==> src/rtl/serial_pkg.sv <==
// Shared definitions for the serial receive/transmit pair.
// Holds the receiver state encoding and oversampling constants.
package serial_pkg;

    localparam int OVERSAMPLE             = 16;
    localparam int MID_SAMPLE             = 8;
    localparam int DEFAULT_OVERSAMPLE_DIV = 54;

    typedef enum logic [2:0] {
        ST_IDLE,
        ST_START,
        ST_DATA,
        ST_STOP,
        ST_BREAK
    } rx_state_e;

endpackage

==> src/rtl/serial_baud_tick.sv <==
// Oversampling divider: one-clock tick every DIV clocks.
// A synchronous clear realigns the tick phase to an external event.
module serial_baud_tick
    import serial_pkg::*;
#(
    parameter int DIV = DEFAULT_OVERSAMPLE_DIV
) (
    input  logic clk,
    input  logic rstn,
    input  logic clr,
    output logic tick
);

    localparam int W = (DIV > 1) ? $clog2(DIV) : 1;
    localparam logic [W-1:0] TERM = W'(DIV - 1);

    logic [W-1:0] cnt_q;
    logic [W-1:0] cnt_d;

    // Next count: clear, wrap on terminal count, else increment.
    always_comb begin
        cnt_d = cnt_q;
        tick  = 1'b0;
        if (clr) begin
            cnt_d = '0;
        end else if (cnt_q == TERM) begin
            tick  = 1'b1;
            cnt_d = '0;
        end else begin
            cnt_d = cnt_q + W'(1);
        end
    end

    // Divider count register.
    always_ff @(posedge clk or negedge rstn) begin
        if (!rstn) cnt_q <= '0;
        else       cnt_q <= cnt_d;
    end

endmodule

==> src/rtl/serial_rx.sv <==
// 8N1 serial receiver, LSB first, 16x oversampled.
// Presents each byte with a valid/ack handshake and error flags.
module serial_rx
    import serial_pkg::*;
#(
    parameter int OVERSAMPLE_DIV = DEFAULT_OVERSAMPLE_DIV,
    parameter int DATA_BITS      = 8
) (
    input  logic       clk,
    input  logic       rstn,
    input  logic       serialin,
    output logic [7:0] rx_data,
    output logic       rx_valid,
    input  logic       rx_ack,
    output logic       frame_err,
    output logic       overrun,
    output logic       busy
);

    localparam logic [3:0] MID_T  = 4'(MID_SAMPLE - 1);
    localparam logic [3:0] LAST_T = 4'(OVERSAMPLE - 1);
    localparam logic [2:0] LAST_I = 3'(DATA_BITS - 1);

    rx_state_e  state_q, state_d;
    logic       sync1_q, sync2_q;
    logic       line;
    logic       tick;
    logic       div_clr;
    logic [3:0] tcnt_q, tcnt_d;
    logic [2:0] idx_q, idx_d;
    logic [7:0] shift_q, shift_d;
    logic       done_q, done_d;
    logic       ferr_q, ferr_d;
    logic [7:0] rx_data_q, rx_data_d;
    logic       rx_valid_q, rx_valid_d;
    logic       overrun_q, overrun_d;
    logic       accept;

    assign line      = sync2_q;
    assign rx_data   = rx_data_q;
    assign rx_valid  = rx_valid_q;
    assign frame_err = ferr_q;
    assign overrun   = overrun_q;
    assign busy      = (state_q != ST_IDLE);

    serial_baud_tick #(
        .DIV (OVERSAMPLE_DIV)
    ) u_tick (
        .clk  (clk),
        .rstn (rstn),
        .clr  (div_clr),
        .tick (tick)
    );

    // Two-flop synchronizer; resets to the idle (high) line level.
    always_ff @(posedge clk or negedge rstn) begin
        if (!rstn) begin
            sync1_q <= 1'b1;
            sync2_q <= 1'b1;
        end else begin
            sync1_q <= serialin;
            sync2_q <= sync1_q;
        end
    end

    // Frame FSM: start qualification, data shift, stop check, break hold.
    always_comb begin
        state_d = state_q;
        tcnt_d  = tcnt_q;
        idx_d   = idx_q;
        shift_d = shift_q;
        done_d  = 1'b0;
        ferr_d  = 1'b0;
        div_clr = 1'b0;
        unique case (state_q)
            ST_IDLE: begin
                if (!line) begin
                    div_clr = 1'b1;
                    tcnt_d  = '0;
                    state_d = ST_START;
                end
            end
            ST_START: begin
                if (tick) begin
                    if (tcnt_q == MID_T) begin
                        if (line) begin
                            state_d = ST_IDLE;
                        end else begin
                            tcnt_d  = '0;
                            idx_d   = '0;
                            state_d = ST_DATA;
                        end
                    end else begin
                        tcnt_d = tcnt_q + 4'd1;
                    end
                end
            end
            ST_DATA: begin
                if (tick) begin
                    tcnt_d = tcnt_q + 4'd1;
                    if (tcnt_q == LAST_T) begin
                        shift_d[idx_q] = line;
                        if (idx_q == LAST_I) state_d = ST_STOP;
                        else                 idx_d   = idx_q + 3'd1;
                    end
                end
            end
            ST_STOP: begin
                if (tick) begin
                    tcnt_d = tcnt_q + 4'd1;
                    if (tcnt_q == LAST_T) begin
                        if (line) begin
                            done_d  = 1'b1;
                            state_d = ST_IDLE;
                        end else begin
                            ferr_d  = 1'b1;
                            state_d = ST_BREAK;
                        end
                    end
                end
            end
            ST_BREAK: begin
                if (line) state_d = ST_IDLE;
            end
            default: state_d = ST_IDLE;
        endcase
    end

    // Output handshake: load on completion, flag overrun, clear on ack.
    always_comb begin
        rx_data_d  = rx_data_q;
        rx_valid_d = rx_valid_q;
        overrun_d  = overrun_q;
        accept     = rx_valid_q && rx_ack;
        if (done_q && (!rx_valid_q || rx_ack)) begin
            rx_data_d  = shift_q;
            rx_valid_d = 1'b1;
            if (accept) overrun_d = 1'b0;
        end else if (done_q) begin
            overrun_d = 1'b1;
        end else if (accept) begin
            rx_valid_d = 1'b0;
            overrun_d  = 1'b0;
        end
    end

    // State, counters and output registers.
    always_ff @(posedge clk or negedge rstn) begin
        if (!rstn) begin
            state_q    <= ST_IDLE;
            tcnt_q     <= '0;
            idx_q      <= '0;
            shift_q    <= '0;
            done_q     <= 1'b0;
            ferr_q     <= 1'b0;
            rx_data_q  <= '0;
            rx_valid_q <= 1'b0;
            overrun_q  <= 1'b0;
        end else begin
            state_q    <= state_d;
            tcnt_q     <= tcnt_d;
            idx_q      <= idx_d;
            shift_q    <= shift_d;
            done_q     <= done_d;
            ferr_q     <= ferr_d;
            rx_data_q  <= rx_data_d;
            rx_valid_q <= rx_valid_d;
            overrun_q  <= overrun_d;
        end
    end

endmodule

==> config.mk <==
export PLATFORM = sky130hd
export DESIGN_NAME = serial_rx
export DESIGN_NICKNAME = d
export VERILOG_FILES = /design/src/rtl/serial_pkg.sv /design/src/rtl/serial_baud_tick.sv /design/src/rtl/serial_rx.sv
export SDC_FILE = /design/constraint.sdc
export NUM_CORES = 1
export LEC_CHECK = 0
export ABC_CLOCK_PERIOD_IN_PS = 2640
export CORE_MARGIN = 2
export CORE_UTILIZATION = 45
export CTS_CLUSTER_SIZE = 20
export DETAILED_ROUTE_END_ITERATION = 8
export GPL_TIMING_DRIVEN = 0
export HOLD_SLACK_MARGIN = 0.03
export SLEW_MARGIN = 10
export SYNTH_ARGS = -nofsm -noshare
export SYNTH_HDL_FRONTEND = slang
export SYNTH_HIERARCHICAL = 1
export SYNTH_SLANG_ARGS = --single-unit
==> constraint.sdc <==
create_clock -name clk -period 2.64 [get_ports clk]
set_input_delay 0.396 -clock clk [delete_from_list [all_inputs] [get_ports clk]]
set_output_delay 0.396 -clock clk [all_outputs]
set_load 0.01 [all_outputs]
==> results of run 1 <==
-- worst max-delay path: stages (launching register included) --
cell and delay [ps]:
dfrtp_1 440, buf_6 170, or4_4 550, inv_1 90, and3b_1 220, and4_1 220
nand4_1 140, mux2_1 320
-- cells in the final DEF (no fill, tap or decap), types with 3 or more instances in the layout --
cell,n
clkbuf_1,4
ha_1,5
nor2b_1,4
nor4_1,4
mux2_2,8
inv_1,6
mux2_1,9
nand4_1,6
nand2_1,5
buf_2,4
nand3_1,4
nand2b_1,3
or3_1,3
clkbuf_8,5
a21oi_1,6
o211ai_1,5
clkdlybuf4s50_1,14
nor2_1,9
dfrtp_1,36
-- through the flow --
stage	hold slack, ps	worst slack, ps
floorplan	100.4	564.0
global placement	345.8	337.2
detailed placement	195.1	398.6
CTS	359.8	384.0
global route	366.1	303.9
finish	359.4	382.5
-- sequential cells by signal, indices dropped and copies added, names as in the netlist --
name          flops
state_q           3
rx_valid          1
sync1_q           1
u_tick/cnt_q      6
done_q            1
line              1
shift_q           8
overrun           1
rx_data           8
tcnt_q            4
frame_err         1
idx_q             3
-- cell families after synthesis --
kind of cell             synth area share [%]
AO/OA/AOI/OAI                           7.519
XOR/XNOR                                1.914
adder cells (fa/ha/maj)                 3.418
buffers and inverters                   3.485
flip-flops                              52.08
multiplexers                            11.55
AND/OR/NAND/NOR                         20.03
-- synth_stat cells, types with 2 or more instances --
cell	instances
mux2_2	8
a21oi_1	6
xnor2_1	2
ha_1	5
nor4b_1	2
dfrtp_1	36
inv_1	6
o21ai_0	2
and4_1	2
nand3b_1	2
or3_1	3
nand2b_1	3
nor4_1	4
nand2_1	5
buf_6	2
o211ai_1	5
nand3_1	4
buf_2	3
mux2_1	9
nand4_1	6
nor2_1	9
xor2_1	2
nor2b_1	4
a211oi_1	2
mux2i_1	2
dfstp_2	2
-- per-layer routing --
layer  track usage [%]  wire, um  up-vias
met2             26.84      1571       18
li1                  -         -      607
met5                 0         0        -
met3             5.667       111       10
met1             21.02      1588      620
met4             7.750        80        0
-- cell type report --
| class | count | share of cell area [%] |
|---|---|---|
| buffer | 6 | 1.922 |
| clock buffer | 8 | 3.727 |
| inverter | 6 | 1.048 |
| multi-input combinational | 103 | 37.86 |
| sequential | 38 | 44.38 |
| tap | 50 | 2.912 |
| timing repair buffer | 17 | 8.154 |
-- power breakdown --
part	internal (W)	total, W	switching (W)
sequential	0.000585	0.000587	0.00000226
combinational	0.00000839	0.0000235	0.0000151
clock	0.000188	0.000381	0.000193
total	0.000781	0.000991	0.000211
-- path summary, 6_finish.rpt --
| check | endpoint |
|---|---|
| max | shift_q[0]$_DFFE_PN0P_ |
| min | line$_DFF_PN1_ |
| max reg2reg | shift_q[0]$_DFFE_PN0P_ |
| min reg2reg | line$_DFF_PN1_ |
| max in group asynchronous | line$_DFF_PN1_ |
| min in group asynchronous | rx_data[0]$_DFFE_PN0P_ |
==> impl_metrics.ini, run 1 <==
[pwr]
p_leak_nw = 0.9565
powerDensity_nw_per_um2 = 461.5
ir_drop_v = 0.0002865
total_power_w = 0.0009914

[global_routing]
grt_pass1_wl_um = 5664
grt_max_degree = 38
antenna_found_initial = 0
grt_remaining_overflow = 0
grt_usage_pct = 16.98
grt_pass1_vias = 1211

[die]
start_util_pct = 46.09
core_area_um2 = 3971
dieHeight_um = 67.78
io_pins = 16
rows = 23
die-area_um2 = 4594
fp.dieW_um = 67.78

[clock_tree]
cts_setup_buffers = 0
clock-root-buffer = clkbuf_8
clockBufferDepth = 2
cts_tree = done
htreeDepth = 2
ctsResizeCount = 0
numCtsBuffers = 5
clk_pin_slew_ps = 70
postCtsHoldBufs = 1
cts.sinks = 38
clk_latency_ps = 290

[worst_hold_path]
hold_path_depth = 0
hp-start = sync1_q$_DFF_PN1_
hold_class = reg2reg

[drt]
drt-pass1-iter-count = 4
vias = 1255
viasPerCell = 5.504
drc = 0
first_iter_violations = 30
wl_per_cell_um = 14.70
antenna_left = 0
drt-total-wl_um = 3352

[final_layout]
fin_cells = 228
design_area_um2 = 2148
multi_input_area_um2 = 813.3
nNetsFinal = 186
drive_gt1_share_pct = 16.85
diodes = 0
fillers = 341
final_util_pct = 54.10
syn_to_final_growth_pct = 17.36
ff_latch_area_um2 = 953.4

[sta]
slew_headroom_pct = 66.62
period_minus_slack_ps = 2257
finalMaxSlewViolations = 0
fin_crit_sh_pct = 85.51
clock.fmax_ghz = 0.4430
fin_tns_setup_ps = 0
fin_skew_ps = 6.479
finalHoldViolCount = 0
rsz0062_at_grt = no
tightest_slew_ps = 498.9
finalSetupViolations = 0

[place]
dp_cells = 219
routabilityCongestion = 0.8329
postPlaceCellArea_um2 = 2058
port_buffers = 15
hpwl_um = 2340

[logic_synthesis]
synth_cell_type_count = 43
ys_top_cells_by_area = dfrtp_1 (49%), mux2_1 (5.5%), mux2_2 (4.9%)
async_reset_ff_share_pct = 100.0
yosys.area.top_type = dfrtp_1
synth_top_area_share_pct = 49.21
syn-instance-count = 153
yosys_register_bits = 38
synth_nets = 162
netlist_area_um2 = 1831
ys_seq_area_share_pct = 52.08
synth-edff-count = 0
syn_avg_cell_area_um2 = 11.96
yosys_most_used_dff = dfrtp_1
ys_warn_count = 6

[critical_path]
reg2reg_depth = 7
cp.required_ps = 2820
startpoint_type = register
path_class = reg2reg
rrSetupSlack_ps = 380
cp_max_fo = 10
cp-startpoint = state_q[1]$_DFFE_PN0P_
arrival_ps = 2440
cp-end-kind = register
reg2reg_from = state_q[1]$_DFFE_PN0P_

[status]
run_status = finished clean

[run]
cap_viol_max_count = 0
Power figures use the tool's default switching activity.
==> run 2, diff against run 1 <==
--- a/config.mk
+++ b/config.mk
@@ -6,12 +6,15 @@
 export NUM_CORES = 1
 export LEC_CHECK = 0
 export ABC_CLOCK_PERIOD_IN_PS = 2640
+export CORE_ASPECT_RATIO = 1.75
 export CORE_MARGIN = 2
 export CORE_UTILIZATION = 45
+export CTS_CLUSTER_DIAMETER = 100
 export CTS_CLUSTER_SIZE = 20
 export DETAILED_ROUTE_END_ITERATION = 8
 export GPL_TIMING_DRIVEN = 0
 export HOLD_SLACK_MARGIN = 0.03
+export SETUP_SLACK_MARGIN = 0.02
 export SLEW_MARGIN = 10
 export SYNTH_ARGS = -nofsm -noshare
 export SYNTH_HDL_FRONTEND = slang
==> run 2 against run 1 <==
  * Non-clock buffer count decreased by 2
  * Critical path depth unchanged
  * Global-route usage increased by 0.11 points
  * Routed wire length increased by 2.2%
  * Highest routed layer unchanged
  * Clock power increased by 33%
  * First-iteration DRC count decreased by 80%
==> impl_metrics.ini, run 2 (synthesis results as in run 1) <==
[sta]
slew_headroom_pct = 44.62
fin_crit_sh_pct = 86.70
rsz0062_at_grt = no
finalHoldViolCount = 0
period_minus_slack_ps = 2289
tightest_slew_ps = 830.7
finalSetupViolations = 0
fin_skew_ps = 5.754
finalMaxSlewViolations = 0
setup_ws_ps = 351.0
fin_tns_setup_ps = 0
clock.fmax_ghz = 0.4369

[drt]
drt-pass1-iter-count = 4
wl_per_cell_um = 15.29
first_iter_violations = 6
vias = 1270
antenna_left = 0
drc = 0
viasPerCell = 5.670
drt-total-wl_um = 3425

[place]
dp_cells = 216
place_ws_ps = 350.6
routabilityCongestion = 0.7980
port_buffers = 15
hpwl_um = 2544

[final_layout]
diodes = 0
drive_gt1_share_pct = 17.61
syn_to_final_growth_pct = 17.57
fin_cells = 224
layout_common_cells = dfrtp_1 (36), clkdlybuf4s50_1 (14), nor2_1 (9), mux2_1 (9), mux2_2 (8)
nNetsFinal = 184
final_common_cell = dfrtp_1

[global_routing]
grt_usage_pct = 17.09
antenna_found_initial = 0
grt_remaining_overflow = 0
grt_max_degree = 39
grt_pass1_wl_um = 5747
grt_pass1_vias = 1275

[clock_tree]
htreeDepth = 2
numCtsBuffers = 5
cts.sinks = 38
clockBufferDepth = 2
cts_setup_buffers = 0
clk_latency_ps = 290
clock-root-buffer = clkbuf_8
clk_pin_slew_ps = 70
cts_tree = done
postCtsHoldBufs = 0
ctsResizeCount = 0

[status]
run_status = finished clean

[pwr]
p_leak_nw = 0.9619
powerDensity_nw_per_um2 = 516.8
ir_drop_v = 0.0003565

[die]
fp.dieW_um = 52.21
rows = 30
die-area_um2 = 4614
dieHeight_um = 88.37
core_area_um2 = 3904
start_util_pct = 46.89
io_pins = 16

[critical_path]
startpoint_type = register
cp.required_ps = 2810
arrival_ps = 2460
cp-end-kind = register
path_class = reg2reg
cp_max_fo = 10

[run]
cap_viol_max_count = 0

[worst_hold_path]
hold_class = in2async
## run 2: cell types whose count changed in the layout (fill, tap and decap cells not counted)
cell | previous run | this run
bufinv_16 | 0 | 1
dlygate4sd3_1 | 1 | 0
clkbuf_8 | 5 | 6
buf_12 | 1 | 0
clkbuf_1 | 4 | 2
## run 2: area by class of cell
type / instances / area [um2]
Buffer: 6 / 41.29
Clock buffer: 7 / 86.33
Clock inverter: 1 / 30.03
Fill cell: 353 / 1752
Inverter: 6 / 22.52
Multi-Input combinational cell: 103 / 813.3
Sequential cell: 38 / 953.4
Tap cell: 48 / 60.06
Timing Repair Buffer: 15 / 145.1
## run 2: power breakdown
group / switching [W] / internal [W]
sequential: 0.00000201 / 0.000585
combinational: 0.0000148 / 0.00000436
clock: 0.000198 / 0.000308
total: 0.000215 / 0.000897
## run 2: worst paths after layout
check                                            start                     end  slack, ps  cells past startpoint
worst max-delay path            state_q[1]$_DFFE_PN0P_  shift_q[6]$_DFFE_PN0P_        350                      7
max in group asynchronous                         rstn  shift_q[0]$_DFFE_PN0P_       1920                      1
min in group clk                     sync1_q$_DFF_PN1_          line$_DFF_PN1_        360                      0
worst min register to register       sync1_q$_DFF_PN1_          line$_DFF_PN1_        360                      0
worst min-delay path                              rstn  rx_data[6]$_DFFE_PN0P_        200                      1
worst max register to register  state_q[1]$_DFFE_PN0P_  shift_q[6]$_DFFE_PN0P_        350                      7
## run 2: routing by layer
layer / share of wire, % / GRT usage [%] / up-vias
li1: - / - / 608
met5: 0 / 0 / -
met1: 39 / 18.11 / 640
met3: 2.5 / 4.730 / 7
met4: 2.4 / 8.159 / 0
met2: 56 / 30.49 / 15
## run 2: worst max-delay path, stage by stage, from the launching register on
cell and delay (ps):
dfrtp_1 440, buf_6 170, or4_4 550, inv_1 90, and3b_1 220, and4_1 220
nand4_1 140, mux2_1 330
## run 2: per-stage QoR
| step | power (W) | cell area [um2] | hold slack (ps) | util (%) |
|---|---|---|---|---|
| 6_report | 0.001112 | 2152 | 199.2 | 55.13 |
| 4_1_cts | 0.001129 | 2152 | 229.4 | 55.13 |
| 3_3_place_gp | 0.0006184 | 2041 | 355.3 | 52.28 |
| 3_5_place_dp | 0.0006183 | 2036 | 355.1 | 52.15 |
| 5_1_grt | 0.001147 | 2152 | 269.5 | 55.13 |
| 2_1_floorplan | 0.0006004 | 1831 | 100.4 | - |
